[src/rtl/ps2_pkg.sv]
// Shared PS/2 constants, LED byte layout and the LED command sequencer state type.
// Used by both the keyboard state block and the LED command sequencer.
package ps2_pkg;

  localparam logic [7:0] PS2_CMD_SET_LEDS = 8'hED;
  localparam logic [7:0] PS2_RESP_ACK     = 8'hFA;
  localparam logic [7:0] PS2_RESP_RESEND  = 8'hFE;

  localparam int unsigned LED_SCROLL_BIT = 0;
  localparam int unsigned LED_NUM_BIT    = 1;
  localparam int unsigned LED_CAPS_BIT   = 2;

  typedef enum logic [2:0] {
    ST_IDLE,
    ST_SEND_CMD,
    ST_WAIT_CMD_ACK,
    ST_SEND_DATA,
    ST_WAIT_DATA_ACK
  } ps2_led_state_t;

  function automatic logic [7:0] ps2_led_byte(input logic caps, input logic num,
                                              input logic scroll);
    logic [7:0] b;
    b                 = '0;
    b[LED_SCROLL_BIT] = scroll;
    b[LED_NUM_BIT]    = num;
    b[LED_CAPS_BIT]   = caps;
    return b;
  endfunction

endpackage

[src/rtl/ps2_ack_timer.sv]
// Acknowledge timeout counter: cleared when a byte is accepted, counts while waiting,
// saturates instead of wrapping, and flags expiry at TIMEOUT_CYCLES-1.
module ps2_ack_timer #(
  parameter int unsigned TIMEOUT_CYCLES = 1_350_000
) (
  input  logic clk,
  input  logic reset_low,
  input  logic clear,
  input  logic count_en,
  output logic expired
);

  localparam int unsigned CW = (TIMEOUT_CYCLES > 2) ? $clog2(TIMEOUT_CYCLES) : 1;
  localparam logic [CW-1:0] LAST = CW'(TIMEOUT_CYCLES - 1);

  logic [CW-1:0] count;

  always_ff @(posedge clk or negedge reset_low) begin
    if (!reset_low) begin
      count <= '0;
    end else if (clear) begin
      count <= '0;
    end else if (count_en && (count != '1)) begin
      count <= count + 1'b1;
    end
  end

  assign expired = (count == LAST);

endmodule

[src/rtl/ps2_led_command.sv]
// Host-to-keyboard Set/Reset LEDs sequencer: sends 0xED then the LED byte,
// retrying on resend/timeout up to MAX_RETRIES before aborting with an error pulse.
module ps2_led_command
  import ps2_pkg::*;
#(
  parameter int unsigned TIMEOUT_CYCLES = 1_350_000,
  parameter int unsigned MAX_RETRIES    = 3
) (
  input  logic       clk,
  input  logic       reset_low,
  input  logic       set_status,
  input  logic       set_status_caps_lock,
  input  logic       set_status_num_lock,
  input  logic       set_status_scroll_lock,
  input  logic       acknowledge,
  input  logic       resend,
  output logic       tx_valid,
  input  logic       tx_ready,
  output logic [7:0] tx_byte,
  output logic       busy,
  output logic       error
);

  localparam int unsigned RW = (MAX_RETRIES > 0) ? $clog2(MAX_RETRIES + 1) : 1;
  localparam logic [RW-1:0] RETRY_LIMIT = RW'(MAX_RETRIES);

  ps2_led_state_t state, state_nxt;

  logic          pending;
  logic [7:0]    next_led;
  logic [7:0]    led_byte;
  logic [RW-1:0] retry;
  logic          error_q;

  logic xfer;
  logic in_wait;
  logic expired;
  logic fail_evt;
  logic retries_done;
  logic start_seq;

  assign xfer         = tx_valid & tx_ready;
  assign in_wait      = (state == ST_WAIT_CMD_ACK) || (state == ST_WAIT_DATA_ACK);
  // acknowledge outranks a simultaneous resend or expiry
  assign fail_evt     = in_wait & ~acknowledge & (resend | expired);
  assign retries_done = (retry == RETRY_LIMIT);
  assign start_seq    = (state == ST_IDLE) & pending;

  ps2_ack_timer #(
    .TIMEOUT_CYCLES(TIMEOUT_CYCLES)
  ) u_ack_timer (
    .clk      (clk),
    .reset_low(reset_low),
    .clear    (xfer),
    .count_en (in_wait),
    .expired  (expired)
  );

  always_ff @(posedge clk or negedge reset_low) begin
    if (!reset_low) begin
      state <= ST_IDLE;
    end else begin
      state <= state_nxt;
    end
  end

  always_comb begin
    state_nxt = state;
    unique case (state)
      ST_IDLE: begin
        if (pending) state_nxt = ST_SEND_CMD;
      end
      ST_SEND_CMD: begin
        if (tx_ready) state_nxt = ST_WAIT_CMD_ACK;
      end
      ST_WAIT_CMD_ACK: begin
        if (acknowledge)   state_nxt = ST_SEND_DATA;
        else if (fail_evt) state_nxt = retries_done ? ST_IDLE : ST_SEND_CMD;
      end
      ST_SEND_DATA: begin
        if (tx_ready) state_nxt = ST_WAIT_DATA_ACK;
      end
      ST_WAIT_DATA_ACK: begin
        if (acknowledge)   state_nxt = ST_IDLE;
        else if (fail_evt) state_nxt = retries_done ? ST_IDLE : ST_SEND_DATA;
      end
      default: state_nxt = ST_IDLE;
    endcase
  end

  always_comb begin
    tx_valid = 1'b0;
    tx_byte  = '0;
    busy     = (state != ST_IDLE);
    unique case (state)
      ST_SEND_CMD: begin
        tx_valid = 1'b1;
        tx_byte  = PS2_CMD_SET_LEDS;
      end
      ST_SEND_DATA: begin
        tx_valid = 1'b1;
        tx_byte  = led_byte;
      end
      default: ;
    endcase
  end

  // A request landing in the same cycle IDLE consumes the previous one stays pending.
  always_ff @(posedge clk or negedge reset_low) begin
    if (!reset_low) begin
      pending  <= 1'b0;
      next_led <= '0;
      led_byte <= '0;
      retry    <= '0;
      error_q  <= 1'b0;
    end else begin
      if (set_status) begin
        pending  <= 1'b1;
        next_led <= ps2_led_byte(set_status_caps_lock, set_status_num_lock,
                                 set_status_scroll_lock);
      end else if (start_seq) begin
        pending <= 1'b0;
      end

      if (start_seq) led_byte <= next_led;

      if (start_seq) begin
        retry <= '0;
      end else if ((state == ST_WAIT_CMD_ACK) && acknowledge) begin
        retry <= '0;
      end else if (fail_evt && !retries_done) begin
        retry <= retry + 1'b1;
      end

      error_q <= fail_evt & retries_done;
    end
  end

  assign error = error_q;

endmodule

[config.mk]
export PLATFORM = sky130hd
export DESIGN_NAME = ps2_led_command
export DESIGN_NICKNAME = d
export VERILOG_FILES = /design/src/rtl/ps2_pkg.sv /design/src/rtl/ps2_ack_timer.sv /design/src/rtl/ps2_led_command.sv
export SDC_FILE = /design/constraint.sdc
export NUM_CORES = 1
export LEC_CHECK = 0
export ABC_AREA = 0
export CAP_MARGIN = 20
export CORE_ASPECT_RATIO = 1.75
export CORE_MARGIN = 2
export CORE_UTILIZATION = 45
export CTS_CLUSTER_SIZE = 40
export DETAILED_ROUTE_END_ITERATION = 8
export PLACE_DENSITY = 0.66
export SLEW_MARGIN = 20
export SYNTH_ARGS = -nofsm -noshare
export SYNTH_HDL_FRONTEND = slang
export SYNTH_SLANG_ARGS = --single-unit
export TNS_END_PERCENT = 30
[constraint.sdc]
create_clock -name clk -period 2.6 [get_ports clk]
set_clock_uncertainty 0.15 [all_clocks]
set_input_delay 0.39 -clock clk [delete_from_list [all_inputs] [get_ports clk]]
set_output_delay 0.39 -clock clk [all_outputs]
set_load 0.005 [all_outputs]
## Word level (Yosys, flattened, before mapping)

Cells that the tools add are included.

| operators by class | value |
|---|---|
| bitwise gates (word level) | 7 |
| muxes and demuxes | 19 |
| reduce and logical (&&, ||, !) cells | 12 |
| eq/ne operators | 12 |
| $add $sub $neg | 2 |

Operator list:

| operator | number |
|---|---|
| $mux W21 | 2 |
| $add A21 B1 Y21 const B | 1 |
| $eq A21 B21 Y1 const B | 1 |
| $mux W3 | 7 |
| $ne A21 B21 Y1 const B | 1 |
| $pmux W8 S2 | 1 |
| $pmux W3 S5 | 1 |
| $mux W2 | 4 |
| $eq A3 B2 Y1 const B | 2 |
| $ne A2 B2 Y1 const B | 3 |
| $ne A3 B3 Y1 const B | 2 |
| $reduce_bool A3 Y1 | 2 |
| $and A1 B1 Y1 | 5 |
| $reduce_and A5 Y1 | 1 |
| $mux W1 | 4 |
| $reduce_bool A2 Y1 | 2 |
| $eq A3 B1 Y1 const B | 1 |
| $eq A3 B3 Y1 const B | 1 |
| $logic_and A1 B1 Y1 | 3 |
| $logic_not A3 Y1 | 1 |
| $add A2 B1 Y2 const B | 1 |
| $eq A2 B2 Y1 const B | 1 |
| $reduce_or A2 Y1 | 1 |
| $logic_not A1 Y1 | 1 |
| 3 further kinds | 3 |

| storage, ports and cells | value |
|---|---|
| register bits after elaboration | 34 |
| input bits | 9 |

## Depth between registers and ports, before layout

Gate-level depths: netlist of run 1.

| depth | value |
|---|---|
| word-level depth | 8 |
| depth in mapped cells | 7 |

## Modules after synthesis

From an unflattened synthesis of run 1, not the netlist that was laid out.

| second synthesis, totals | value |
|---|---|
| cell total of the unflattened synthesis | 195 |
| area total of the unflattened synthesis | 1,910.6 um^2 |

By module, submodules not included:

| module | area an instance (um^2) | instances | seq. area each (um^2) | cells each |
|---|---|---|---|---|
| ps2_ack_timer | 1,213.7 | 1 | 525.5 | 127 |
| ps2_led_command | 696.9 | 1 | 325.3 | 68 |

## Worst setup path before layout of run 1

OpenSTA, ideal clock, no wires.

| timing | value |
|---|---|
| kind | flip-flop to flip-flop |
| start point | reg u_ack_timer.count[15] |
| end point | reg u_ack_timer.count[13] |
| cell stages (with the launch flop) | 7 |
| data arrival time | 1,862 ps |
| setup slack | 522 ps |
| data required time | 2,384 ps |
| buffers on the path | 1 |
| period minus slack after synthesis | 2,078 ps |
| cell sequence | dfrtp_1 -> and4_1 -> and4_1 -> a2111o_1 -> buf_6 -> or4_1 -> nand2_1 |

| between the ends | value |
|---|---|
| word-level cells in the longest chain between the ends | 3 |

Ends and longest elaborated chain:

| item | line | text |
|---|---|---|
| from (decl) | ps2_ack_timer.sv:16 | `logic [CW-1:0] count;` |
| from (signal assigned) | ps2_ack_timer.sv:24 | `count <= count + 1'b1;` |
| $ne A21 B21 Y1 | ps2_ack_timer.sv:23 | `end else if (count_en && (count != '1)) begin` |
| $logic_and A1 B1 Y1 | ps2_ack_timer.sv:23 |  |
| $reduce_bool A2 Y1 (no line) | -- |  |

No other way between the ends.
A chain may end at the register's enable or synchronous reset.

## Final worst setup path of run 1

| timing | value |
|---|---|
| start point | reg u_ack_timer.count[15] |
| end point | reg u_ack_timer.count[17] |

| between the ends | value |
|---|---|
| word-level cells in the longest chain between the ends | 3 |
| elaborated cells on any way between the ends | 6 |

Ends and longest elaborated chain:

| item | line |
|---|---|
| $add A21 B1 Y21 / $ne A21 B21 Y1 (equally long branches) | ps2_ack_timer.sv:24, ps2_ack_timer.sv:23 |
| $mux W21 / $logic_and A1 B1 Y1 (equally long branches) | ps2_ack_timer.sv:23 |
| $mux W21 / $reduce_bool A2 Y1 (equally long branches) | -- |

Parallel ways exist; a longest one is shown, timed or not. The select of a mux whose other input is x is not followed.

==> results.sh, run 1 <==
export IMPL_outcome="completed"
export IMPL_num_rows=30
export IMPL_grtUsageTotal=0.198
export IMPL_cts_sinks=34
export IMPL_cts_tree="done"
export IMPL_crit_arrival_ns=2.39
export IMPL_drc=0
export IMPL_synthAdderAreaFrac=0.0139
export IMPL_nets=221
export IMPL_hold_buffers=0
export IMPL_syn_nets=203
export IMPL_synth_xor_area_frac=0.0438
export IMPL_post_dp_cell_area_mm2=0.00200
export IMPL_cp_data_required_time_ns=2.66
export IMPL_ys_types=40
export IMPL_setup_viol=0
export IMPL_reg2reg_from="u_ack_timer.count[15]"
export IMPL_drv_cap=0
export IMPL_via_per_inst=5.67
export IMPL_core_mm2=0.00387
export IMPL_ant_nets=0
export IMPL_power_density_mw_per_mm2=885
export IMPL_async_reset_ff_frac=1.00
export IMPL_vias=1469
export IMPL_ys_warn_count=0
export IMPL_grt_max_degree=35
export IMPL_port_buffers=18
export IMPL_ios=20
export IMPL_reg2reg_slack_ns=0.27
export IMPL_drive_gt1_frac=0.0948
export IMPL_r2r_cells=5
export IMPL_grt_overflow=0
export IMPL_syn_to_final_growth_pct=18.9
export IMPL_initial_utilization=0.466
export IMPL_drt_iter0_drc=25
export IMPL_grt_pass1_vias=1507
export IMPL_hold_viol=0
export IMPL_syn_inst=192
export IMPL_cts_max_level=2
export IMPL_grt_pass1_wl_mm=6.69
export IMPL_relSlewSlack=0.669
export IMPL_place_hpwl_mm=3.02
export IMPL_synthSimpleGateAreaFrac=0.237
export IMPL_synth_compound_area_share=0.131
export IMPL_end_kind="register"
export IMPL_cts_reportedPaths_clkPinSlew_ns=0.07
export IMPL_antenna_found_initial=0
export IMPL_p_leak_nw=0.942
export IMPL_slew_viol_final=0
export IMPL_netlist_area_mm2=0.00180
export IMPL_hold_start="pending"
export IMPL_post_cts_setup_buffers=0
export IMPL_place_congestion=0.944
export IMPL_syn_avg_cell_area_um2=9.38
export IMPL_cts_buffers=5
export IMPL_fin_tns_setup_ns=0
export IMPL_dieHeight_um=87.7
export IMPL_synth_top_family_by_area="simple AND/OR/NAND/NOR gates"
export IMPL_die_w_um=51.8
export IMPL_holdPathStages=1
export IMPL_worstMarginPinSlew_ns=0.492
export IMPL_hold_ws_ns=0.333
export IMPL_hp_class="reg2reg"
export IMPL_ir_drop_v=0.000767
export IMPL_path_class="reg2reg"
export IMPL_drt_total_wl_mm=4.00
export IMPL_finalCritPeriodShare=0.895
export IMPL_cp_start_kind="register"
export IMPL_whs_endpoint="pending"
export IMPL_cts_resized_gates=0
export IMPL_total_power_w=0.00190
export IMPL_wire_per_inst_um=15.4
export IMPL_clk_insertion_delay_late_ns=0.29
export IMPL_period_minus_slack_ns=2.33
export IMPL_diodes=0
export IMPL_synth_edf_count=0
export IMPL_worstPathMaxFanout=13
export IMPL_rsz0062_at_grt="false"
export IMPL_synth_mux_area_frac=0.0473
export IMPL_cts_root_buf="clkbuf_8"
export IMPL_drtPass1Iterations=4
export IMPL_synth_seq_cells=34
export IMPL_design_area_mm2=0.00214
export IMPL_cts_buffer_depth=2
export IMPL_die_area_mm2=0.00454
export IMPL_yosysSeqAreaShare=0.473
export IMPL_fmax_mhz=430
export IMPL_ys_flop_type="dfrtp_1"
export IMPL_r2r_end="u_ack_timer.count[17]"
-- area by class of cell --
| cell class | count | area [µm²] |
|---|---|---|
| clock buffers | 5 | 68.8 |
| clock inverters | 3 | 68.8 |
| fillers | 351 | 1730 |
| inverters | 9 | 33.8 |
| multi-input cells | 139 | 856 |
| flip-flops and latches | 34 | 851 |
| well taps | 48 | 60.1 |
| repair buffers | 21 | 203 |
-- worst max path at each step --
stage | startpoint | endpoint | slack (ns) | cells past startpoint
2_1_floorplan | u_ack_timer.count[15] | u_ack_timer.count[13] | 0.52 | 6
4_1_cts | state[2] | tx_byte[1] | 0.25 | 5
3_3_place_gp | u_ack_timer.count[15] | u_ack_timer.count[19] | 0.37 | 5
5_1_grt | u_ack_timer.count[0] | u_ack_timer.count[9] | 0.1 | 6
6_report | u_ack_timer.count[15] | u_ack_timer.count[17] | 0.27 | 5
3_5_place_dp | u_ack_timer.count[15] | u_ack_timer.count[17] | 0.28 | 5
-- kinds of logic after synthesis --
logic type	count (synthesis)
AOI/OAI and AO/OA	37
DFF	34
adders and majority gates	2
other	1
and+or+nand+nor	82
xor gates and xnor gates	9
buffers and inverters	19
muxes	8
-- placed cells by master (no fill, tap or decap), types with 3 or more instances in the layout --
cell             instances
nand2_1                 27
nor4_1                   3
a21oi_1                 10
o31ai_1                  3
and4_1                   3
nand4_1                  4
dfrtp_1                 34
or3_1                    4
o21ai_0                  9
xor2_1                   5
mux2_2                   4
or4_1                    6
nand3_1                  8
inv_1                    9
o211ai_1                 5
clkbuf_8                 5
buf_4                    3
xnor2_1                  4
and3_1                   6
nor2_1                  14
clkdlybuf4s50_1         18
mux2i_1                  4
-- where the power goes --
part	internal (W)	leakage (nW)	total (W)	switching, W
logic	0.000299	0.422	0.000618	0.000318
clock network	0.000384	0.0683	0.000582	0.000198
registers	0.000615	0.451	0.000696	0.0000804
-- state kept, by name (all words and copies together), names as in the netlist --
name / cells
led_byte: 3
retry: 2
next_led: 3
state: 3
error: 1
u_ack_timer.count: 21
pending: 1
-- per-layer routing --
layer	vias to the layer above	wire length (µm)	global-route usage
met3	10	144	0.0358
li1	723	-	-
met1	701	1610	0.214
met5	-	0	0
met2	35	2150	0.368
met4	0	91	0.0813
-- per-stage QoR --
stage,cells,util,setup slack [ns]
2_1_floorplan,192,-,0.522
4_1_cts,259,0.554,0.247
5_1_grt,259,0.554,0.0973
3_5_place_dp,251,0.518,0.283
6_report,259,0.554,0.272
3_3_place_gp,251,0.518,0.365
-- critical path: stages (launching register included) --
cell and delay [ns]:
dfrtp_1 0.43, and4_1 0.28, and4_1 0.26, a2111o_1 0.54, or4_1 0.45, a21oi_1 0.15
-- cell usage after synthesis, types with 2 or more instances --
master | n | area [µm²]
buf_4 | 4 | 30.0
nand3_1 | 8 | 40.0
ha_1 | 2 | 25.0
and4_1 | 3 | 26.3
and3_1 | 6 | 37.5
o21ai_0 | 9 | 45.0
inv_1 | 9 | 33.8
xor2_1 | 5 | 43.8
a21oi_1 | 10 | 50.1
o211ai_1 | 5 | 37.5
dfrtp_1 | 34 | 851
nand2_1 | 27 | 101
a211oi_1 | 2 | 15.0
o31ai_1 | 3 | 22.5
mux2_2 | 4 | 45.0
clkbuf_1 | 4 | 15.0
xnor2_1 | 4 | 35.0
or3_1 | 4 | 25.0
nor4_1 | 3 | 18.8
a21o_1 | 2 | 15.0
nor2_1 | 14 | 52.6
nand4_1 | 4 | 25.0
mux2i_1 | 4 | 40.0
or4_1 | 6 | 45.0
(Power assumes the default switching activity.)
==> run 2, diff against run 1 <==
--- a/config.mk
+++ b/config.mk
@@ -6,13 +6,14 @@
 export NUM_CORES = 1
 export LEC_CHECK = 0
 export ABC_AREA = 0
-export CAP_MARGIN = 20
+export CAP_MARGIN = 25
 export CORE_ASPECT_RATIO = 1.75
 export CORE_MARGIN = 2
 export CORE_UTILIZATION = 45
 export CTS_CLUSTER_SIZE = 40
 export DETAILED_ROUTE_END_ITERATION = 8
-export PLACE_DENSITY = 0.66
+export PLACE_DENSITY_LB_ADDON = 0.08
+export RECOVER_POWER = 50
 export SLEW_MARGIN = 20
 export SYNTH_ARGS = -nofsm -noshare
 export SYNTH_HDL_FRONTEND = slang
==> results.sh, run 2 (same netlist as run 1, synthesis figures left out) <==
export IMPL_setup_ws_ns=0.229
export IMPL_path_class="reg2out"
export IMPL_ant_nets=0
export IMPL_clk_insertion_delay_late_ns=0.29
export IMPL_diodes=0
export IMPL_drt_total_wl_mm=4.09
export IMPL_p_sw_w=0.000581
export IMPL_cts_root_buf="clkbuf_8"
export IMPL_cts_buffers=5
export IMPL_nets=220
export IMPL_syn_to_final_growth_pct=15.3
export IMPL_largest_reg_flops=21
export IMPL_cts_sinks=34
export IMPL_largest_register="u_ack_timer.count"
export IMPL_grtUsageTotal=0.202
export IMPL_cts_buffer_depth=2
export IMPL_cp_start_kind="register"
export IMPL_layout_commonest_cell="dfrtp_1"
export IMPL_setup_viol=0
export IMPL_worstPathMaxFanout=12
export IMPL_num_rows=30
export IMPL_worstMarginPinSlew_ns=0.850
export IMPL_cts_max_level=2
export IMPL_vias=1506
export IMPL_rsz0062_at_grt="false"
export IMPL_ios=20
export IMPL_cts_reportedPaths_clkPinSlew_ns=0.06
export IMPL_hp_class="reg2reg"
export IMPL_final_cell_mix="dfrtp_1, nand2_1, clkdlybuf4s50_1"
export IMPL_grt_overflow=0
export IMPL_drc=0
export IMPL_power_density_mw_per_mm2=816
export IMPL_internal_power_w=0.00111
export IMPL_end_kind="primary output"
export IMPL_initial_utilization=0.466
export IMPL_grt_max_degree=35
export IMPL_crit_arrival_ns=1.83
export IMPL_finalCritPeriodShare=0.912
export IMPL_place_congestion=0.810
export IMPL_cts_resized_gates=0
export IMPL_drive_gt1_frac=0.0817
export IMPL_fmax_mhz=422
export IMPL_ir_drop_v=0.000618
export IMPL_wire_per_inst_um=16.0
export IMPL_seqPwrFrac=0.407
export IMPL_post_cts_setup_buffers=0
export IMPL_place_hpwl_mm=3.00
export IMPL_hold_buffers=0
export IMPL_drtPass1Iterations=4
export IMPL_hold_viol=0
export IMPL_antenna_found_initial=0
export IMPL_cp_data_required_time_ns=2.06
export IMPL_p_leak_nw=0.915
export IMPL_grt_pass1_wl_mm=6.76
export IMPL_drt_iter0_drc=41
export IMPL_relSlewSlack=0.434
export IMPL_fin_tns_setup_ns=0
export IMPL_core_mm2=0.00387
export IMPL_drv_cap=0
export IMPL_die_w_um=51.8
export IMPL_slew_viol_final=0
export IMPL_via_per_inst=5.88
export IMPL_place_ws_ns=0.300
export IMPL_outcome="completed"
export IMPL_switching_share=0.343
export IMPL_grt_pass1_vias=1489
export IMPL_clock_power_share=0.226
export IMPL_period_minus_slack_ns=2.37
export IMPL_dieHeight_um=87.7
export IMPL_cts_tree="done"
export IMPL_pwr_share_comb=0.367
export IMPL_port_buffers=18
export IMPL_die_area_mm2=0.00454
-- run 2: power by group through the flow --
stage          sequential [W]  combinational (W)  clock, W
6_report             0.000690           0.000623  0.000382
5_1_grt              0.000702           0.000709  0.000409
4_1_cts              0.000689           0.000631  0.000385
3_5_place_dp         0.000698           0.000625         0
3_3_place_gp         0.000694           0.000612         0
2_1_floorplan        0.000670           0.000408         0
-- run 2: worst paths after layout --
path	from	end	slack, ns	cells past startpoint
setup / recovery	state[1]	busy	0.23	3
hold / removal	pending	pending	0.33	1
setup reg to reg	u_ack_timer.count[15]	u_ack_timer.count[19]	0.28	5
hold reg to reg	pending	pending	0.33	1
max in group asynchronous	reset_low	led_byte[2]	1.18	2
min in group asynchronous	reset_low	u_ack_timer.count[3]	0.58	2
-- run 2: worst max-delay path: stages (launching register included) --
cell	delay, ns
dfrtp_1	0.42
buf_4	0.20
or3_2	0.46
clkdlybuf4s50_1	0.47
-- run 2: through the flow --
stage	utilization	hold WS, ns	power (W)	instances	cell area, µm²
4_1_cts	0.538	0.332	0.00170	256	2080
2_1_floorplan	-	-0.0556	0.00108	192	1800
3_5_place_dp	0.516	0.317	0.00132	250	2000
5_1_grt	0.537	0.346	0.00182	256	2080
6_report	0.537	0.332	0.00169	256	2080
3_3_place_gp	0.516	0.310	0.00131	250	2000
-- run 2: layer usage --
layer,up-vias,track usage,share of wire
met4,0,0.110,0.034
met1,722,0.221,0.39
met5,-,0,0
met2,49,0.355,0.53
met3,17,0.0427,0.048
li1,718,-,-
-- run 2: layout make-up --
type / instances / area (µm²)
clock buffers: 6 / 82.6
flip-flops and latches: 34 / 851
repair buffers: 20 / 193
well taps: 48 / 60.1
fillers: 360 / 1790
inverters: 9 / 33.8
multi-input cells: 139 / 856
==> run 3, diff against run 2 <==
==> constraint.sdc (replaced) <==
create_clock -name clk -period 2.6 [get_ports clk]
set_clock_uncertainty 0.15 [all_clocks]
set_input_delay 0.52 -clock clk [delete_from_list [all_inputs] [get_ports clk]]
set_output_delay 0.52 -clock clk [all_outputs]
set_load 0.005 [all_outputs]
==> results.sh, run 3 (same netlist as run 1, synthesis figures left out) <==
export IMPL_fillers=356
export IMPL_largest_register="u_ack_timer.count"
export IMPL_grt_pass1_wl_mm=6.82
export IMPL_setup_viol=0
export IMPL_layout_commonest_cell="dfrtp_1"
export IMPL_drv_cap=0
export IMPL_drc=0
export IMPL_multi_input_area_um2=858
export IMPL_grt_overflow=0
export IMPL_cp_top_family="flip-flops"
export IMPL_drive_gt1_frac=0.0952
export IMPL_crit_buf_inv=1
export IMPL_rsz0062_at_grt="false"
export IMPL_hold_viol=0
export IMPL_clock_power_share=0.225
export IMPL_cts_sinks=34
export IMPL_worstPathMaxFanout=14
export IMPL_period_minus_slack_ns=2.47
export IMPL_fin_tns_setup_ns=0
export IMPL_cts_tree="done"
export IMPL_hp_class="reg2reg"
export IMPL_drt_iter0_drc=22
export IMPL_syn_to_final_growth_pct=15.7
export IMPL_power_density_mw_per_mm2=815
export IMPL_place_hpwl_mm=3.07
export IMPL_slew_viol_final=0
export IMPL_post_dp_cell_area_mm2=0.00200
export IMPL_pwr_share_comb=0.356
export IMPL_drt_total_wl_mm=4.05
export IMPL_die_area_mm2=0.00454
export IMPL_dieHeight_um=87.7
export IMPL_design_area_mm2=0.00208
export IMPL_largest_reg_flops=21
export IMPL_p_leak_nw=0.912
export IMPL_grtUsageTotal=0.204
export IMPL_die_w_um=51.8
export IMPL_diodes=0
export IMPL_cts_reportedPaths_clkPinSlew_ns=0.07
export IMPL_initial_utilization=0.466
export IMPL_grt_max_degree=35
export IMPL_cts_max_level=2
export IMPL_fmax_mhz=404
export IMPL_num_rows=30
export IMPL_grt_pass1_vias=1561
export IMPL_cts_buffers=5
export IMPL_cp_start_kind="register"
export IMPL_placed_cells=250
export IMPL_crit_slowest_cell="dfrtp_1"
export IMPL_clk_insertion_delay_late_ns=0.29
export IMPL_worstMarginPinSlew_ns=0.857
export IMPL_cp_data_required_time_ns=1.93
export IMPL_crit_path_max_incr_delay_ns=0.54
export IMPL_end_kind="primary output"
export IMPL_port_buffers=18
export IMPL_nets=220
export IMPL_drtPass1Iterations=4
export IMPL_antenna_found_initial=0
export IMPL_internal_power_w=0.00110
export IMPL_ios=20
export IMPL_total_power_w=0.00170
export IMPL_place_congestion=0.952
export IMPL_wire_per_inst_um=15.7
export IMPL_seqPwrFrac=0.419
export IMPL_hold_ws_ns=0.330
export IMPL_core_mm2=0.00387
export IMPL_finalCritPeriodShare=0.952
export IMPL_fin_cells=258
export IMPL_regArea_um2=852
export IMPL_switching_share=0.355
export IMPL_outcome="completed"
export IMPL_relSlewSlack=0.429
export IMPL_final_cell_mix="dfrtp_1, nand2_1, clkdlybuf4s50_1"
export IMPL_path_class="reg2out"
export IMPL_path_cells="or3_2 > clkdlybuf4s50_1"
export IMPL_via_per_inst=5.86
export IMPL_cts_root_buf="clkbuf_8"
export IMPL_crit_arrival_ns=1.80
export IMPL_vias=1513
export IMPL_cts_buffer_depth=2
export IMPL_ir_drop_v=0.000532
export IMPL_p_sw_w=0.000603
export IMPL_ant_nets=0
[run 3: repair_timing]
action,in CTS,in global routing
resized for setup,0,2
hold buffers,0,0
setup endpoints to repair,0,5
setup buffers,0,0
[run 3: power groups by stage]
stage / clock network, W / registers (W) / logic (W)
CTS: 0.000392 / 0.000708 / 0.000617
floorplan: 0 / 0.000670 / 0.000408
finish: 0.000382 / 0.000712 / 0.000604
detailed placement: 0 / 0.000718 / 0.000611
global route: 0.000412 / 0.000726 / 0.000685
global placement: 0 / 0.000709 / 0.000592
[run 3: path summary, 6_finish.rpt]
check                            startpoint                    end  slack [ns]  cells past startpoint
min in group asynchronous         reset_low  u_ack_timer.count[20]        0.72                      2
worst max-delay path               state[1]                   busy        0.13                      2
worst min register to register  next_led[2]            led_byte[2]        0.33                      2
worst min-delay path            next_led[2]            led_byte[2]        0.33                      2
worst max register to register     state[1]  u_ack_timer.count[19]        0.20                      5
max in group asynchronous         reset_low               state[2]        1.00                      2
[run 3: layer usage]
layer	vias to the layer above	GRT usage	routed length, µm
li1	722	-	-
met1	744	0.207	1560
met2	35	0.378	2230
met3	12	0.0375	123
met4	0	0.115	132
met5	-	0	0
[run 3: final cells by class]
type                    instances  area share
clock buffers                   6      0.0348
clock inverters                 2     0.00661
inverters                       9      0.0162
multi-input cells             139       0.412
flip-flops and latches         34       0.409
well taps                      48      0.0288
repair buffers                 20      0.0925
[run 3: worst min-delay path: cells and delay by family, from the launching register on]
| kind | cells | cell delay [ns] |
|---|---|---|
| flip-flops | 1 | 0.34 |
| AND/OR/NAND/NOR | 1 | 0.05 |
| AO/OA/AOI/OAI | 1 | 0.06 |
[run 3: per-stage QoR]
stage / setup WS (ns) / util
after detailed placement: 0.229 / 0.516
after global placement: 0.327 / 0.516
final: 0.126 / 0.539
after CTS: 0.113 / 0.539
after floorplan: 0.522 / -
after global routing: 0.0174 / 0.539
==> patch 1 (flow settings as in run 2) <==
The output `error` loses its register stage (`error_q` becomes a continuous assignment).
--- a/src/rtl/ps2_led_command.sv
+++ b/src/rtl/ps2_led_command.sv
@@ -114,3 +114,2 @@
       retry    <= '0;
-      error_q  <= 1'b0;
     end else begin
@@ -134,5 +133,6 @@
 
-      error_q <= fail_evt & retries_done;
     end
   end
+
+  assign error_q = fail_evt & retries_done;
 
Behaviour: not the same (Yosys sat finds a counterexample within 10 cycles, from zero or initial values and one cycle with reset_low low).
==> patch 1 against run 2 <==
- sequential cell count is 1 lower
- register-to-register slack lost 0.09 ns
- worst setup slack got worse by 0.087 ns
- synthesized cell count decreased by 0.52%
- count of clock-buffer cells in the layout increased by 1
- wire length is 0.44% lower
- design area is 3.8% higher
- total power rose by 3.2%
- die area decreased by 1.3%
- via count grew 0.73%
- synthesized area fell by 1.4%
==> patch 1: results (changes against run 2) <==
Finish
  • # nets final: 225 (was 220)
  • Area Growth Syn to Fin: 21.35% (was 15.29%)
  • Share of cells above drive strength 1: 13.95% (was 8.173%)

Setup path
  • Slack of the worst reg-to-reg path: 0.19 ns (was 0.28 ns)
  • CP max-delay cell: or3_2 (was clkdlybuf4s50_1)
  • CP max FO: 13 (was 12)
  • Critical path arrival: 1.92 ns (was 1.83 ns)

Detailed routing
  • Post-Route WL: 4070 um (was 4088 um)
  • Wirelength per Cell: 15.48 um (was 15.97 um)
  • Routed wire length on met3: 142 um (was 195 um)
  • Met1 WL: 1605 um (was 1574 um)
  • Met2 wire length: 2220 um (was 2179 um)
  • Initial DRC Count: 40 (was 41)

Synth
  • Seq/Total Area, Yosys: 46.51% (was 47.26%)
  • Mean Syn Cell Area: 9.296 um2 (was 9.377 um2)
  • Synth area leaders: dfrtp_1 47%, nand2_1 5.7%, nor2_1 3.0%, a21oi_1 2.8%, o21ai_0 2.5% (was dfrtp_1 47%, nand2_1 5.6%, nor2_1 2.9%, a21oi_1 2.8%, o21ai_0 2.5%)
  • Top cells by count, synth: 33 x dfrtp_1, 27 x nand2_1, 14 x nor2_1, 10 x a21oi_1 (was 34 x dfrtp_1, 27 x nand2_1, 14 x nor2_1, 10 x a21oi_1)

GRT
  • Total GRT Usage: 20.73% (was 20.21%)
  • Met2 GRT Util: 36.48% (was 35.55%)
  • Vias in the first global route: 1561 (was 1489)
  • Largest net degree at the start of global routing: 34 (was 35)
  • First-pass GRT wire length: 7010 um (was 6755 um)
  • GR Util met1: 23.55% (was 22.12%)
  • Global Route met3 Usage: 3.952% (was 4.266%)

Power and ir drop
  • Worst IR Drop VDD: 0.4979 mV (was 0.6181 mV)
  • Power, Total: 1.749 mW (was 1.695 mW)
  • Leak pwr: 0.9550 nW (was 0.9146 nW)
  • Int Pwr: 1.150 mW (was 1.114 mW)

Timing
  • Worst slew pin tran: 0.8307 ns (was 0.8497 ns)
  • FMAX: 0.4069 GHz (was 0.4218 GHz)

Place
  • Placement Cell Area: 1971 um2 (was 1996 um2)
  • Place WS: 0.1549 ns (was 0.3003 ns)
  • GPL Wtd Cong: 0.8277 (was 0.8102)

Run status
  • Status: finished clean (unchanged)
## patch 1: cell count changes in the layout (fill, tap and decap cells not counted), sizes merged
| cell | delta |
|---|---|
| buf | +5 |
| clkbuf | +2 |
| clkinv | +1 |
| dfrtp | -1 |
| dlygate4sd3 | -1 |
| dlymetal6s2s | +1 |
## patch 1: area by class of cell
cell class,count,area share (%)
Clock buffer,7,4.472
Clock inverter,1,0.2323
Inverter,9,1.568
Multi-Input combinational cell,139,41.58
Sequential cell,33,38.39
Tap cell,48,2.787
Timing Repair Buffer,26,10.98
## patch 1: kinds of logic (layout without fill, tap and decap cells)
kind of cell             Yosys count  count (layout)  share of synthesized area [%]
XOR/XNOR                           9               9                          4.439
flip-flops                        33              33                          46.51
multiplexers                       8               8                          4.792
buffers and inverters             19              43                          5.285
AO/OA/AOI/OAI                     37              37                          13.32
adder cells (fa/ha/maj)            2               2                          1.409
AND/OR/NAND/NOR                   82              82                          24.03
other                              1               1                         0.2112
## patch 1: path summary, 6_finish.rpt
check	startpoint	to	cells after the start
max	state[1]	busy	3
min	pending	pending	1
max reg2reg	state[1]	u_ack_timer.count[10]	6
min reg2reg	pending	pending	1
max in group asynchronous	reset_low	u_ack_timer.count[7]	2
min in group asynchronous	reset_low	u_ack_timer.count[6]	2
## patch 1: what timing repair did
action | in CTS | in global routing
setup buffers | 4 | 2
pin swaps | 2 | 1
setup endpoints to repair | 1 | 1
cloned | 0 | 0
gates resized for setup | 6 | 5
## patch 1: power by group through the flow
stage | clock, mW | combinational, mW | sequential [mW]
after floorplan | 0 | 0.408 | 0.654
after global placement | 0 | 0.614 | 0.674
after detailed placement | 0 | 0.628 | 0.681
after CTS | 0.436 | 0.650 | 0.668
after global routing | 0.459 | 0.731 | 0.683
final | 0.429 | 0.650 | 0.669
==> patch 2 (config.mk and constraints of run 2) <==
Made on the original files. `TIMEOUT_CYCLES` is set to 1_350_000 in 2 places; all go to 675_000.
--- a/src/rtl/ps2_ack_timer.sv
+++ b/src/rtl/ps2_ack_timer.sv
@@ -3,3 +3,3 @@
 module ps2_ack_timer #(
-  parameter int unsigned TIMEOUT_CYCLES = 1_350_000
+  parameter int unsigned TIMEOUT_CYCLES = 675_000
 ) (
--- a/src/rtl/ps2_led_command.sv
+++ b/src/rtl/ps2_led_command.sv
@@ -5,3 +5,3 @@
 #(
-  parameter int unsigned TIMEOUT_CYCLES = 1_350_000,
+  parameter int unsigned TIMEOUT_CYCLES = 675_000,
   parameter int unsigned MAX_RETRIES    = 3
Formal check against the unedited RTL: same outputs for any inputs over 10 cycles, from zero or initial values and one cycle with reset_low low; that may be too few to reach the edited logic, so the function may still have changed.
==> patch 2 against run 2 <==
- core utilization is 0.86 points higher
- total power up 0.94%
- worst setup slack worse by 0.041 ns
- via count decreased by 0.86%
- sequential cell count is 1 lower
- synthesized area up 3.1%
- design area grew 2.6%
- non-clock buffer count increased by 2
- sequential share of layout area decreased by 2.2 points
- wire length increased by 2.6%
- die area up 2.9%
- critical endpoint is now tx_byte[6]
==> patch 2: results (changes against run 2) <==
Run status
  • Status: finished clean (unchanged)

GRT
  • Largest net degree at the start of global routing: 34 (was 35)
  • Total GRT Usage: 21.55% (was 20.21%)
  • Vias in the first global route: 1585 (was 1489)
  • First-pass GRT wire length: 7300 um (was 6755 um)

Place
  • Half-perimeter wire length after placement: 3084 um (was 2997 um)
  • Inst Count DP: 254 (was 250)
  • GPL Wtd Cong: 0.9837 (was 0.8102)

Detailed routing
  • Vias: 1493 (was 1506)
  • Initial DRC Count: 48 (was 41)

Clock network
  • Worst-Skew Late Latency: 0.29 ns (about the same)
  • Post-CTS setup buffers: 0 (unchanged)

Finish
  • Share of cells above drive strength 1: 10.80% (was 8.173%)
  • Max FFs per register: 20 (was 21)
  • Post-Layout Cell Count: 261 (was 256)
  • # nets final: 224 (was 220)

Synth
  • Synth area leaders: dfrtp_1 45%, xnor2_1 5.2%, mux2i_1 4.3%, nand2_1 4.2%, nor2_1 4.2% (was dfrtp_1 47%, nand2_1 5.6%, nor2_1 2.9%, a21oi_1 2.8%, o21ai_0 2.5%)
  • Mapped Nets: 204 (was 203)
  • Yosys warning count: 0 (unchanged)
  • Top cells by count, synth: 33 x dfrtp_1, 21 x nand2_1, 21 x nor2_1, 11 x xnor2_1, 10 x nand3_1 (was 34 x dfrtp_1, 27 x nand2_1, 14 x nor2_1, 10 x a21oi_1)
  • Seq/Total Area, Yosys: 44.50% (was 47.26%)
  • Distinct cells, synth: 39 (was 40)
  • Syn Inst Count: 193 (was 192)

Setup path
  • CP max FO: 9 (was 12)
  • Critical path arrival: 1.87 ns (was 1.83 ns)

Power and ir drop
  • Leak pwr: 0.9043 nW (was 0.9146 nW)
  • Worst IR Drop VDD: 0.4750 mV (was 0.6181 mV)
  • Switch Pwr: 0.5898 mW (was 0.5811 mW)

Timing
  • Slew margin rel.: 45.29% (was 43.35%)
==> patch 2: cell count changes after synthesis, moves of 4 or more <==
cell / delta
nand2_1: -6
xnor2_1: +7
a21oi_1: -4
mux2i_1: +4
and3_1: -4
o211ai_1: -5
nor2_1: +7
or4_1: -4
==> patch 2: area by class of cell <==
type	count	area, um2
Sequential cell	33	825.8
Multi-Input combinational cell	142	912.1
Clock inverter	1	7.507
Inverter	9	33.78
Tap cell	48	60.06
Fill cell	386	1774
Timing Repair Buffer	22	207.7
Clock buffer	6	82.58
==> patch 2: logic make-up (layout without fill, tap and decap cells) <==
| family | Yosys count | count (layout) | synth area share (%) |
|---|---|---|---|
| and+or+nand+nor | 91 | 91 | 26.43 |
| DFF | 33 | 33 | 44.50 |
| AOI/OAI and AO/OA | 21 | 21 | 7.351 |
| buffers and inverters | 18 | 38 | 6.338 |
| xor gates and xnor gates | 15 | 15 | 7.080 |
| muxes | 12 | 12 | 6.743 |
| adders and majority gates | 2 | 2 | 1.348 |
| other | 1 | 1 | 0.2021 |
==> patch 2: stage by stage <==
step | worst slack [ns] | utilization [%] | hold slack, ns | cell area (um2)
2_1_floorplan | 0.4324 | - | -0.05559 | 1856
3_3_place_gp | 0.3636 | 52.31 | 0.3087 | 2042
3_5_place_dp | 0.3282 | 52.31 | 0.3337 | 2042
4_1_cts | 0.1654 | 54.62 | 0.3508 | 2132
5_1_grt | 0.09195 | 54.55 | 0.3647 | 2130
6_report | 0.1880 | 54.55 | 0.3413 | 2130
==> patch 2: metal layers <==
layer / wire length (um) / GRT usage, % / part of all wire (%) / vias up
met5: 0 / 0 / 0 / -
met4: 136 / 11.19 / 3.2 / 0
met3: 188 / 5.518 / 4.5 / 15
met2: 2355 / 38.98 / 56 / 54
met1: 1516 / 22.10 / 36 / 711
li1: - / - / - / 713
==> patch 2: critical path, cell delays in order (launching register included) <==
cell and delay, ns:
dfrtp_1 0.49, nand2b_1 0.29, nor2_1 0.24, clkdlybuf4s50_1 0.55
==> patch 2: worst paths after layout <==
check | start | cells after the start | slack [ns] | endpoint
max in group asynchronous | reset_low | 2 | 1.22 | u_ack_timer.count[1]
min reg2reg | next_led[0] | 2 | 0.34 | led_byte[0]
min | next_led[0] | 2 | 0.34 | led_byte[0]
min in group asynchronous | reset_low | 2 | 0.57 | u_ack_timer.count[19]
max reg2reg | u_ack_timer.count[16] | 5 | 0.32 | state[1]
max | state[2] | 3 | 0.19 | tx_byte[6]
==> patch 2: power by group through the flow <==
stage | clock network (mW) | logic [mW] | registers (mW)
finish | 0.400 | 0.613 | 0.698
global route | 0.432 | 0.681 | 0.711
CTS | 0.411 | 0.625 | 0.698
detailed placement | 0 | 0.621 | 0.707
global placement | 0 | 0.607 | 0.699
floorplan | 0 | 0.479 | 0.645
